File: src/rtl/mem_port_arb.sv
// Arbitrates one shared memory port between an instruction-fetch port and a data port.
// Data wins by default, but an instruction request cannot be starved past MAX_DSTREAK data grants.
module mem_port_arb #(
  parameter int ADDR_W      = 32,
  parameter int DATA_W      = 32,
  parameter int MAX_DSTREAK = 4
) (
  input  logic              clk,
  input  logic              clr_n,
  input  logic              i_req,
  input  logic [ADDR_W-1:0] i_addr,
  input  logic              i_flush,
  output logic              i_ack,
  output logic [DATA_W-1:0] i_rdata,
  input  logic              d_req,
  input  logic              d_we,
  input  logic [ADDR_W-1:0] d_addr,
  input  logic [DATA_W-1:0] d_wdata,
  output logic              d_ack,
  output logic [DATA_W-1:0] d_rdata,
  output logic              m_req,
  output logic              m_we,
  output logic [ADDR_W-1:0] m_addr,
  output logic [DATA_W-1:0] m_wdata,
  input  logic              m_ack,
  input  logic [DATA_W-1:0] m_rdata,
  output logic              o_fe_stall,
  output logic              o_mem_stall
);

  typedef enum logic [1:0] {IDLE, I_BUSY, D_BUSY, I_DROP} state_t;

  localparam logic [3:0] STREAK_MAX = 4'(MAX_DSTREAK);

  state_t     state, state_nxt;
  logic [3:0] streak, streak_nxt;
  logic       grant_i, grant_d;

  always_comb begin
    state_nxt  = state;
    streak_nxt = streak;
    grant_i    = 1'b0;
    grant_d    = 1'b0;
    case (state)
      IDLE: begin
        if (d_req && !(i_req && streak == STREAK_MAX)) begin
          grant_d   = 1'b1;
          state_nxt = D_BUSY;
        end else if (i_req) begin
          grant_i   = 1'b1;
          state_nxt = I_BUSY;
        end
        // The streak only measures how long a waiting fetch has been passed over.
        if (!i_req || grant_i)
          streak_nxt = 4'd0;
        else if (grant_d)
          streak_nxt = streak + 4'd1;
      end
      I_BUSY: begin
        if (m_ack)
          state_nxt = IDLE;
        else if (i_flush)
          state_nxt = I_DROP;
      end
      D_BUSY, I_DROP: begin
        if (m_ack)
          state_nxt = IDLE;
      end
      default: state_nxt = IDLE;
    endcase
  end

  // Memory-side request fields are captured at grant and held until the transaction retires.
  always_ff @(posedge clk) begin
    if (!clr_n) begin
      state   <= IDLE;
      streak  <= 4'd0;
      m_req   <= 1'b0;
      m_we    <= 1'b0;
      m_addr  <= '0;
      m_wdata <= '0;
    end else begin
      state  <= state_nxt;
      streak <= streak_nxt;
      m_req  <= (state_nxt != IDLE);
      if (grant_d) begin
        m_we    <= d_we;
        m_addr  <= d_addr;
        m_wdata <= d_wdata;
      end else if (grant_i) begin
        m_we   <= 1'b0;
        m_addr <= i_addr;
      end
    end
  end

  // Acks are gated by clr_n so an ack arriving during reset never leaks to a requester.
  assign i_ack       = clr_n && (state == I_BUSY) && m_ack && !i_flush;
  assign d_ack       = clr_n && (state == D_BUSY) && m_ack;
  assign i_rdata     = m_rdata;
  assign d_rdata     = m_rdata;
  assign o_fe_stall  = i_req & ~i_ack;
  assign o_mem_stall = d_req & ~d_ack;

endmodule

File: config.mk
export PLATFORM = sky130hd
export DESIGN_NAME = mem_port_arb
export DESIGN_NICKNAME = d
export VERILOG_FILES = /design/src/rtl/mem_port_arb.sv
export SDC_FILE = /design/constraint.sdc
export NUM_CORES = 1
export LEC_CHECK = 0
export ABC_AREA = 1
export CAP_MARGIN = 20
export CORE_ASPECT_RATIO = 1.25
export CORE_MARGIN = 4
export CORE_UTILIZATION = 35
export CTS_CLUSTER_DIAMETER = 60
export DETAILED_ROUTE_END_ITERATION = 8
export PLACE_DENSITY = 0.86
export SLEW_MARGIN = 25
export SYNTH_ARGS = -nofsm -noshare
export SYNTH_HDL_FRONTEND = slang
export SYNTH_SLANG_ARGS = --single-unit
File: constraint.sdc
create_clock -name clk -period 3.3 [get_ports clk]
set_input_delay 0.495 -clock clk [delete_from_list [all_inputs] [get_ports clk]]
set_output_delay 0.495 -clock clk [all_outputs]
set_load 0.1 [all_outputs]
==> impl_metrics.csv, run 1 <==
group,metric,value,unit
status,status,"completed",
synth,cell_taking_the_most_area_after_synthesis,"sky130_fd_sc_hd__dfxtp_1",
drt,remaining_drc_errors,0,
drt,detailedRoute.firstPassIterationCount,5,
floorplan,floorplan.die_area,12600,sq um
clock_tree,numCtsBuffers,9,
drt,drt-total-wl,12200,um
placed_design,quantity_of_i_o_buffers_inserted_on_ports,172,
timing,fmax,0.389,GHz
synth,synth_compound_gate_area_share,0.136,
synth,synthMuxAreaShare,0,
clock_tree,postCtsSetupRepairBufs,0,
synth,netlist_top_cells_count,"sky130_fd_sc_hd__nand2_1 (110), sky130_fd_sc_hd__dfxtp_1 (72), sky130_fd_sc_hd__a21oi_1 (67), sky130_fd_sc_hd__nand4_1 (67), sky130_fd_sc_hd__buf_4 (65)",
grt,overflow,0,
timing,hold_violations,0,
job,maxCapViolCount,0,
synth,ys_types,21,
floorplan,core_area,10600,sq um
critical_path,worst-endpoint-arrival,2.08,ns
synth,synth_edf_count,0,
timing,finalHoldWorstSlack,0.457,ns
critical_path,sort_of_element_at_the_end_of_the_critical_path,"primary output",
drt,via_per_inst,5.20,
floorplan,initial_utilization,0.359,
grt,antenna_found_initial,0,
floorplan,ioPinCount,269,
pwr,power.density_cell_area,569,nW/um^2
timing,clock_skew,0.00345,ns
clock_tree,ctsHoldBuffers,0,
layout,diodes,0,
synth,postSynthAreaPerCell,7.21,sq um
synth,synth_top_cells_by_area,"sky130_fd_sc_hd__dfxtp_1 (38%), sky130_fd_sc_hd__buf_4 (13%), sky130_fd_sc_hd__nand4_1 (11%), sky130_fd_sc_hd__nand2_1 (11%), sky130_fd_sc_hd__a21oi_1 (8.8%)",
drt,num_vias,3898,
timing,worst_slew_margin_rel,0.325,
grt,grt_util_all_layers,0.190,
floorplan,die_height,125,um
layout,post_route_cells_drive_above_1_share,0.0680,
timing,period_share,0.779,
synth,synth_top_family_by_area,"simple AND/OR/NAND/NOR gates",
timing,worst-slew-pin-transition,1.01,ns
timing,setup_viol,0,
drt,route.antenna.remaining_nets,0,
grt,first_global_vias,3910,
timing,final_max_slew_viol_count,0,
min_path,hold_path_class,"reg2reg",
pwr,max-vdd-ir-drop,0.270,mV
grt,largest_net_degree_at_the_start_of_global_routing,67,
grt,wire_length_of_the_first_global_routing_pass,19000,um
synth,synth_most_common_cell,"sky130_fd_sc_hd__nand2_1",
min_path,hold_depth,2,
clock_tree,ctsRootBufferMaster,"sky130_fd_sc_hd__clkbuf_16",
critical_path,critical_path_peak_fanout,12,
synth,ys.warnings.count,0,
pwr,cellLeakagePower,2.25,nW
critical_path,timing.critical_path.required,2.80,ns
placed_design,dp_hpwl,8780,um
pwr,power.total,0.00308,W
clock_tree,number_of_resized_instances_in_the_post_cts_repair_step,0,
timing,final.setup.tns,0,ns
clock_tree,tritoncts_clock_tree,"built",
synth,synthesis.nets,666,
synth,synth_area,3810,sq um
synth,post_synth_inst_count,529,
placed_design,gp_routability_congestion,0.854,
critical_path,worst-r2r-cell-count,5,
clock_tree,clock-sinks,72,
synth,synth_seq_cells,72,
clock_tree,max_root_sink_buffers,2,
critical_path,worst_setup_path_start_kind,"primary input",
synth,dominantRegCellSynth,"sky130_fd_sc_hd__dfxtp_1",
layout,num-nets-final,750,
timing,rsz0062_at_grt,"false",
synth,synthAdderAreaFrac,0.00656,
synth,synth_simple_gate_area_frac,0.241,
floorplan,dieWidth,101,um
synth,yosys.area.top_type_share,0.378,
critical_path,class_of_the_most_critical_setup_path,"in2out",
clock_tree,insertion_delay,0.32,ns
clock_tree,cts.reportedPaths.clkPinSlew,0.05,ns
synth,synth_xor_area_frac,0,
timing,final_period_minus_worst_setup_slack,2.57,ns
synth,part_of_the_yosys_area_used_for_sequential_elements,0.378,
layout,layout-area-overhead-vs-synth,41.7,%
floorplan,core.rowCount,42,
layout,final_core_utilization,0.509,
drt,wl_per_cell,16.3,um
clock_tree,cts.htree.levels,3,
drt,drtIter0Drc,164,
synth,postSynth.asyncResetShare,0,
worst paths after layout:
path,slack (ns),end,startpoint
min reg2reg,0.46,m_wdata[30]$_SDFFE_PN0P_,m_wdata[30]$_SDFFE_PN0P_
min,0.46,m_wdata[30]$_SDFFE_PN0P_,m_wdata[30]$_SDFFE_PN0P_
max reg2reg,1.35,m_addr[4]$_SDFFE_PN0P_,state[0]$_SDFF_PN0_
max,0.73,o_fe_stall,clr_n
sequential cells by signal, indices dropped and copies added (netlist names):
register  count
m_wdata      32
streak        4
m_addr       32
state         2
m_req         1
m_we          1
cell families after synthesis:
| logic type | Yosys count |
|---|---|
| simple gates | 195 |
| flops | 72 |
| fa+ha+maj | 2 |
| compound gates | 103 |
| buf+inv | 157 |
cells in the final DEF (no fill, tap or decap):
cell	Yosys	layout
sky130_fd_sc_hd__inv_2	1	1
sky130_fd_sc_hd__nor2_2	2	1
sky130_fd_sc_hd__clkbuf_1	10	1
sky130_fd_sc_hd__inv_1	48	48
sky130_fd_sc_hd__clkdlybuf4s50_1	0	162
sky130_fd_sc_hd__nor3_2	0	2
sky130_fd_sc_hd__nor3_1	4	2
sky130_fd_sc_hd__o21ai_2	1	1
sky130_fd_sc_hd__dfxtp_1	72	72
sky130_fd_sc_hd__bufinv_16	0	1
sky130_fd_sc_hd__ha_1	2	2
sky130_fd_sc_hd__nand4_1	67	67
sky130_fd_sc_hd__nand3_1	5	4
sky130_fd_sc_hd__clkinv_1	1	1
sky130_fd_sc_hd__o21ai_0	26	26
sky130_fd_sc_hd__clkbuf_8	0	4
sky130_fd_sc_hd__nor2_1	5	5
sky130_fd_sc_hd__or2_2	2	2
sky130_fd_sc_hd__o21ai_1	9	9
sky130_fd_sc_hd__nor2_4	0	1
sky130_fd_sc_hd__buf_4	65	13
sky130_fd_sc_hd__buf_2	23	1
sky130_fd_sc_hd__clkbuf_16	0	9
sky130_fd_sc_hd__clkinv_2	0	1
sky130_fd_sc_hd__a21oi_1	67	67
sky130_fd_sc_hd__nand2_1	110	110
sky130_fd_sc_hd__buf_12	0	4
sky130_fd_sc_hd__nand3_2	0	1
worst max-delay path: stages:
cell and delay, ns:
sky130_fd_sc_hd__clkdlybuf4s50_1 0.75, sky130_fd_sc_hd__nand2_1 0.17, sky130_fd_sc_hd__nor3_2 0.29, sky130_fd_sc_hd__or2_2 0.16
sky130_fd_sc_hd__inv_1 0.05, sky130_fd_sc_hd__buf_12 0.16
layer usage:
metal  GRT usage  vias to the layer above  share of wire  wire length [um]
met5           0                        -              0                 0
met3      0.0560                       63           0.11              1350
met2       0.321                      219           0.48              5900
li1            -                     1858              -                 -
met4       0.135                        0          0.057               692
met1       0.193                     1758           0.35              4280
power breakdown:
group | total, W | switching, W | internal, W
Sequential | 0.000988 | 0.0000421 | 0.000946
Clock | 0.000999 | 0.000333 | 0.000666
Combinational | 0.00109 | 0.000780 | 0.000309
area by class of cell:
cell class | count | area [sq um]
clock buffers | 14 | 284
clock inverters | 2 | 35.0
fillers | 990 | 5210
inverters | 50 | 188
multi-input cells | 300 | 1490
flip-flops and latches | 72 | 1440
well taps | 132 | 165
repair buffers | 180 | 1800
stage by stage:
step	cell area (sq um)	setup slack [ns]	cells
floorplan	3820	0.140	529
global placement	5080	0.774	734
detailed placement	5080	0.733	734
CTS	5400	0.728	750
global route	5400	0.640	750
finish	5400	0.729	750
(Power assumes the default switching activity.)
==> run 2: changes to the inputs <==
==> constraint.sdc (replaced) <==
create_clock -name clk -period 2.6 [get_ports clk]
set_input_delay 0.39 -clock clk [delete_from_list [all_inputs] [get_ports clk]]
set_output_delay 0.39 -clock clk [all_outputs]
set_load 0.1 [all_outputs]
==> impl_metrics.csv, run 2 (synthesis gave the netlist of run 1 again) <==
group,metric,value,unit
timing,final_max_slew_viol_count,0,
timing,final_period_minus_worst_setup_slack,2.05,ns
clock_tree,tritoncts_clock_tree,"built",
floorplan,dieWidth,101,um
layout,filler_cell_count,1014,
timing,fmax,0.487,GHz
drt,wl_per_cell,15.8,um
critical_path,crit_chain,"clkdlybuf4s50_1 > nand2_1 > nor3_4 > or2_2 > inv_1 > buf_12",
floorplan,core_area,10600,sq um
timing,period_share,0.789,
critical_path,timing.critical_path.required,2.21,ns
layout,final_cell_mix,"sky130_fd_sc_hd__nand2_1 (110), sky130_fd_sc_hd__clkdlybuf4s50_1 (101), sky130_fd_sc_hd__buf_4 (76)",
clock_tree,clock-sinks,72,
drt,route.antenna.remaining_nets,0,
critical_path,sort_of_element_at_the_end_of_the_critical_path,"primary output",
critical_path,cpPeakStageDelay,0.43,ns
timing,worst_slew_margin_rel,0.658,
job,maxCapViolCount,0,
timing,hold_violations,0,
pwr,power.density_cell_area,736,nW/um^2
drt,num_vias,3915,
layout,mostFrequentLayoutCell,"sky130_fd_sc_hd__nand2_1",
placed_design,quantity_of_i_o_buffers_inserted_on_ports,172,
grt,antenna_found_initial,0,
grt,overflow,0,
layout,largest_registers,"m_addr x32, m_wdata x32, streak x4",
critical_path,worst-r2r-cell-count,6,
floorplan,ioPinCount,269,
grt,largest_net_degree_at_the_start_of_global_routing,67,
clock_tree,cts.reportedPaths.clkPinSlew,0.06,ns
layout,diodes,0,
floorplan,core.rowCount,42,
timing,rsz0062_at_grt,"false",
floorplan,floorplan.die_area,12600,sq um
clock_tree,insertion_delay,0.32,ns
grt,first_global_vias,3859,
grt,wire_length_of_the_first_global_routing_pass,18600,um
placed_design,gp_routability_congestion,0.782,
drt,drtIter0Drc,186,
critical_path,critical_path_peak_fanout,2,
critical_path,worst_setup_path_start_kind,"primary input",
critical_path,worst-endpoint-arrival,1.66,ns
layout,final_core_utilization,0.498,
clock_tree,max_root_sink_buffers,2,
timing,clock_skew,0.00691,ns
layout,register_area,1440,sq um
clock_tree,cts.htree.levels,3,
clock_tree,ctsHoldBuffers,0,
floorplan,die_height,125,um
min_path,hold_depth,2,
timing,final.setup.tns,0,ns
floorplan,initial_utilization,0.359,
grt,grt_util_all_layers,0.182,
min_path,hold_path_class,"reg2reg",
timing,worst-slew-pin-transition,0.512,ns
drt,via_per_inst,5.20,
clock_tree,ctsRootBufferMaster,"sky130_fd_sc_hd__clkbuf_16",
pwr,cellLeakagePower,2.38,nW
status,status,"completed",
timing,setup_viol,0,
clock_tree,number_of_resized_instances_in_the_post_cts_repair_step,0,
critical_path,class_of_the_most_critical_setup_path,"in2out",
placed_design,dp_hpwl,8470,um
drt,remaining_drc_errors,0,
clock_tree,numCtsBuffers,9,
pwr,max-vdd-ir-drop,0.337,mV
layout,post_route_cells_drive_above_1_share,0.171,
drt,detailedRoute.firstPassIterationCount,6,
layout,layout-area-overhead-vs-synth,38.7,%
clock_tree,postCtsSetupRepairBufs,0,
drt,drt-total-wl,11900,um
critical_path,cp_slowest_cell,"sky130_fd_sc_hd__clkdlybuf4s50_1",
layout,multi_input_comb_area,1500,sq um
layout,num-nets-final,753,
==> run 2: report_power, final <==
group	internal [W]	switching, W	total, W
clock	0.000836	0.000450	0.00129
sequential	0.00120	0.0000543	0.00125
combinational	0.000367	0.000989	0.00136
==> run 2: layer usage <==
| metal | GRT usage | part of all wire | vias to the layer above |
|---|---|---|---|
| met5 | 0 | 0 | - |
| met3 | 0.0611 | 0.11 | 56 |
| li1 | - | - | 1866 |
| met1 | 0.189 | 0.36 | 1775 |
| met2 | 0.317 | 0.49 | 218 |
| met4 | 0.0931 | 0.040 | 0 |
==> run 2: path summary, 6_finish.rpt <==
check	from	endpoint	slack, ns
max	clr_n	o_fe_stall	0.55
min	m_wdata[26]$_SDFFE_PN0P_	m_wdata[26]$_SDFFE_PN0P_	0.46
max reg2reg	state[0]$_SDFF_PN0_	m_addr[11]$_SDFFE_PN0P_	0.91
min reg2reg	m_wdata[26]$_SDFFE_PN0P_	m_wdata[26]$_SDFFE_PN0P_	0.46
==> run 2: area by class of cell <==
type,instances,area share
clock buffer,10,0.0433
multi-input combinational,300,0.283
inverter,50,0.0355
tap,132,0.0312
sequential,72,0.272
timing repair buffer,183,0.319
clock inverter,6,0.0158
==> run 2: worst max-delay path: cells and delay by family <==
kind / cells / cell delay, ns
buffers and inverters: 3 / 0.72
and+or+nand+nor: 3 / 0.53
==> run 2: stage by stage <==
stage | instances | setup slack [ns] | hold WS (ns) | cell area, sq um | power [W]
floorplan | 529 | -0.0157 | 0.486 | 3840 | 0.00271
global placement | 737 | 0.601 | 0.448 | 4980 | 0.00261
detailed placement | 737 | 0.548 | 0.455 | 4980 | 0.00264
CTS | 753 | 0.547 | 0.463 | 5290 | 0.00394
global route | 753 | 0.502 | 0.483 | 5290 | 0.00407
finish | 753 | 0.548 | 0.460 | 5290 | 0.00390
==> run 3: changes to the inputs <==
==> constraint.sdc (replaced) <==
create_clock -name clk -period 1.9 [get_ports clk]
set_input_delay 0.285 -clock clk [delete_from_list [all_inputs] [get_ports clk]]
set_output_delay 0.285 -clock clk [all_outputs]
set_load 0.1 [all_outputs]
==> impl_metrics.csv, run 3 (synthesis gave the netlist of run 1 again) <==
group,metric,value,unit
grt,antenna_found_initial,0,
clock_tree,postCtsSetupRepairBufs,0,
timing,final_max_slew_viol_count,0,
grt,first_global_vias,3941,
critical_path,regToRegStartpoint,"streak[0]$_SDFFE_PN0P_",
critical_path,cp_slowest_cell,"sky130_fd_sc_hd__clkdlybuf4s50_1",
pwr,cellLeakagePower,2.42,nW
critical_path,class_of_the_most_critical_setup_path,"in2out",
layout,largest_registers,"m_addr x32, m_wdata x32, streak x4",
layout,num-nets-final,757,
layout,final_cell_mix,"sky130_fd_sc_hd__nand2_1 (110), sky130_fd_sc_hd__clkdlybuf4s50_1 (101), sky130_fd_sc_hd__buf_4 (76)",
grt,grt_util_all_layers,0.188,
layout,post_route_cells_drive_above_1_share,0.178,
critical_path,timing.critical_path.required,1.62,ns
clock_tree,ctsHoldBuffers,0,
layout,mostFrequentLayoutCell,"sky130_fd_sc_hd__nand2_1",
timing,hold_violations,0,
critical_path,crit_chain,"clkdlybuf4s50_1 > nand2_1 > nor3_4 > or2_2 > inv_1 > buf_12",
critical_path,cp_top_family,"buffers and inverters",
critical_path,sort_of_element_at_the_end_of_the_critical_path,"primary output",
job,maxCapViolCount,0,
critical_path,worst_setup_path_start_kind,"primary input",
critical_path,cpPeakStageDelay,0.43,ns
clock_tree,clock-sinks,72,
timing,fmax,0.555,GHz
drt,remaining_drc_errors,0,
timing,final_period_minus_worst_setup_slack,1.80,ns
floorplan,floorplan.die_area,12600,sq um
status,status,"completed",
layout,stdcell_count,757,
clock_tree,ctsRootBufferMaster,"sky130_fd_sc_hd__clkbuf_16",
grt,overflow,0,
clock_tree,tritoncts_clock_tree,"built",
clock_tree,insertion_delay,0.33,ns
drt,detailedRoute.firstPassIterationCount,7,
timing,setup_viol,0,
drt,wl_per_cell,16.2,um
grt,largest_net_degree_at_the_start_of_global_routing,39,
clock_tree,number_of_resized_instances_in_the_post_cts_repair_step,0,
placed_design,gp_routability_congestion,0.751,
floorplan,core.rowCount,42,
timing,rsz0062_at_grt,"false",
floorplan,dieWidth,101,um
drt,route.antenna.remaining_nets,0,
clock_tree,cts.htree.levels,3,
floorplan,die_height,125,um
floorplan,initial_utilization,0.359,
timing,worst_slew_margin_rel,0.634,
grt,wire_length_of_the_first_global_routing_pass,19000,um
layout,layout-area-overhead-vs-synth,41.5,%
drt,drt-total-wl,12200,um
timing,clock_skew,0.00801,ns
critical_path,critical_path_peak_fanout,2,
critical_path,crit_start,"clr_n",
pwr,max-vdd-ir-drop,0.576,mV
floorplan,ioPinCount,269,
placed_design,dp_cells,741,
timing,final.setup.tns,0,ns
drt,drtIter0Drc,182,
timing,finalHoldWorstSlack,0.327,ns
timing,worst-slew-pin-transition,0.548,ns
clock_tree,cts.reportedPaths.clkPinSlew,0.06,ns
layout,filler_cell_count,974,
min_path,hold_path_class,"in2reg",
pwr,power.density_cell_area,1020,nW/um^2
floorplan,core_area,10600,sq um
min_path,hp-start,"d_req",
timing,period_share,0.948,
drt,num_vias,3930,
layout,diodes,0,
placed_design,quantity_of_i_o_buffers_inserted_on_ports,172,
drt,via_per_inst,5.19,
clock_tree,max_root_sink_buffers,2,
clock_tree,numCtsBuffers,9,
placed_design,dp_hpwl,8830,um
critical_path,cp.buffers_inverters,3,
critical_path,worst-endpoint-arrival,1.52,ns
-- run 3: cell count changes in the layout (fill, tap and decap cells not counted), sizes merged --
cell / delta
buf: +4
clkinv: -2
bufinv: +1
clkinvlp: +1
-- run 3: cell type report --
class	instances	area [sq um]	share of cell area
inverters	50	188	0.0348
repair buffers	187	1770	0.327
flip-flops and latches	72	1440	0.267
multi-input cells	300	1500	0.278
clock buffers	10	229	0.0424
clock inverters	6	108	0.0199
well taps	132	165	0.0306
-- run 3: final timing paths --
check / endpoint / slack (ns) / cells after the start
setup reg to reg: m_addr[16]$_SDFFE_PN0P_ / 0.22 / 6
setup / recovery: o_fe_stall / 0.1 / 6
hold reg to reg: m_wdata[1]$_SDFFE_PN0P_ / 0.46 / 2
hold / removal: m_addr[2]$_SDFFE_PN0P_ / 0.33 / 3
-- run 3: per-stage QoR --
| step | cell area [sq um] | util | worst slack (ns) | total power, W |
|---|---|---|---|---|
| final | 5400 | 0.508 | 0.0993 | 0.00550 |
| after detailed placement | 5060 | 0.477 | 0.0451 | 0.00364 |
| after floorplan | 3840 | - | -0.364 | 0.00371 |
| after CTS | 5400 | 0.508 | 0.0974 | 0.00556 |
| after global placement | 5060 | 0.477 | 0.134 | 0.00361 |
| after global routing | 5400 | 0.508 | 0.0345 | 0.00573 |
-- run 3: layer usage --
metal	part of all wire	global-route usage	wire length (um)	up-vias
met2	0.49	0.309	5980	218
met5	0	0	0	-
met3	0.096	0.0555	1180	60
met1	0.37	0.212	4590	1778
li1	-	-	-	1874
met4	0.040	0.105	494	0
-- run 3: power by group --
part           total [W]  switching [W]  internal [W]
sequential       0.00172      0.0000776       0.00164
combinational    0.00188        0.00136      0.000524
clock            0.00190       0.000624       0.00128
-- run 3: worst register-to-register path: cells and delay by family, from the launching register on --
kind / cells / cell delay (ns)
buffers and inverters: 2 / 0.45
AND/OR/NAND/NOR: 2 / 0.41
flip-flops: 1 / 0.35
adder cells (fa/ha/maj): 1 / 0.21
AO/OA/AOI/OAI: 1 / 0.19
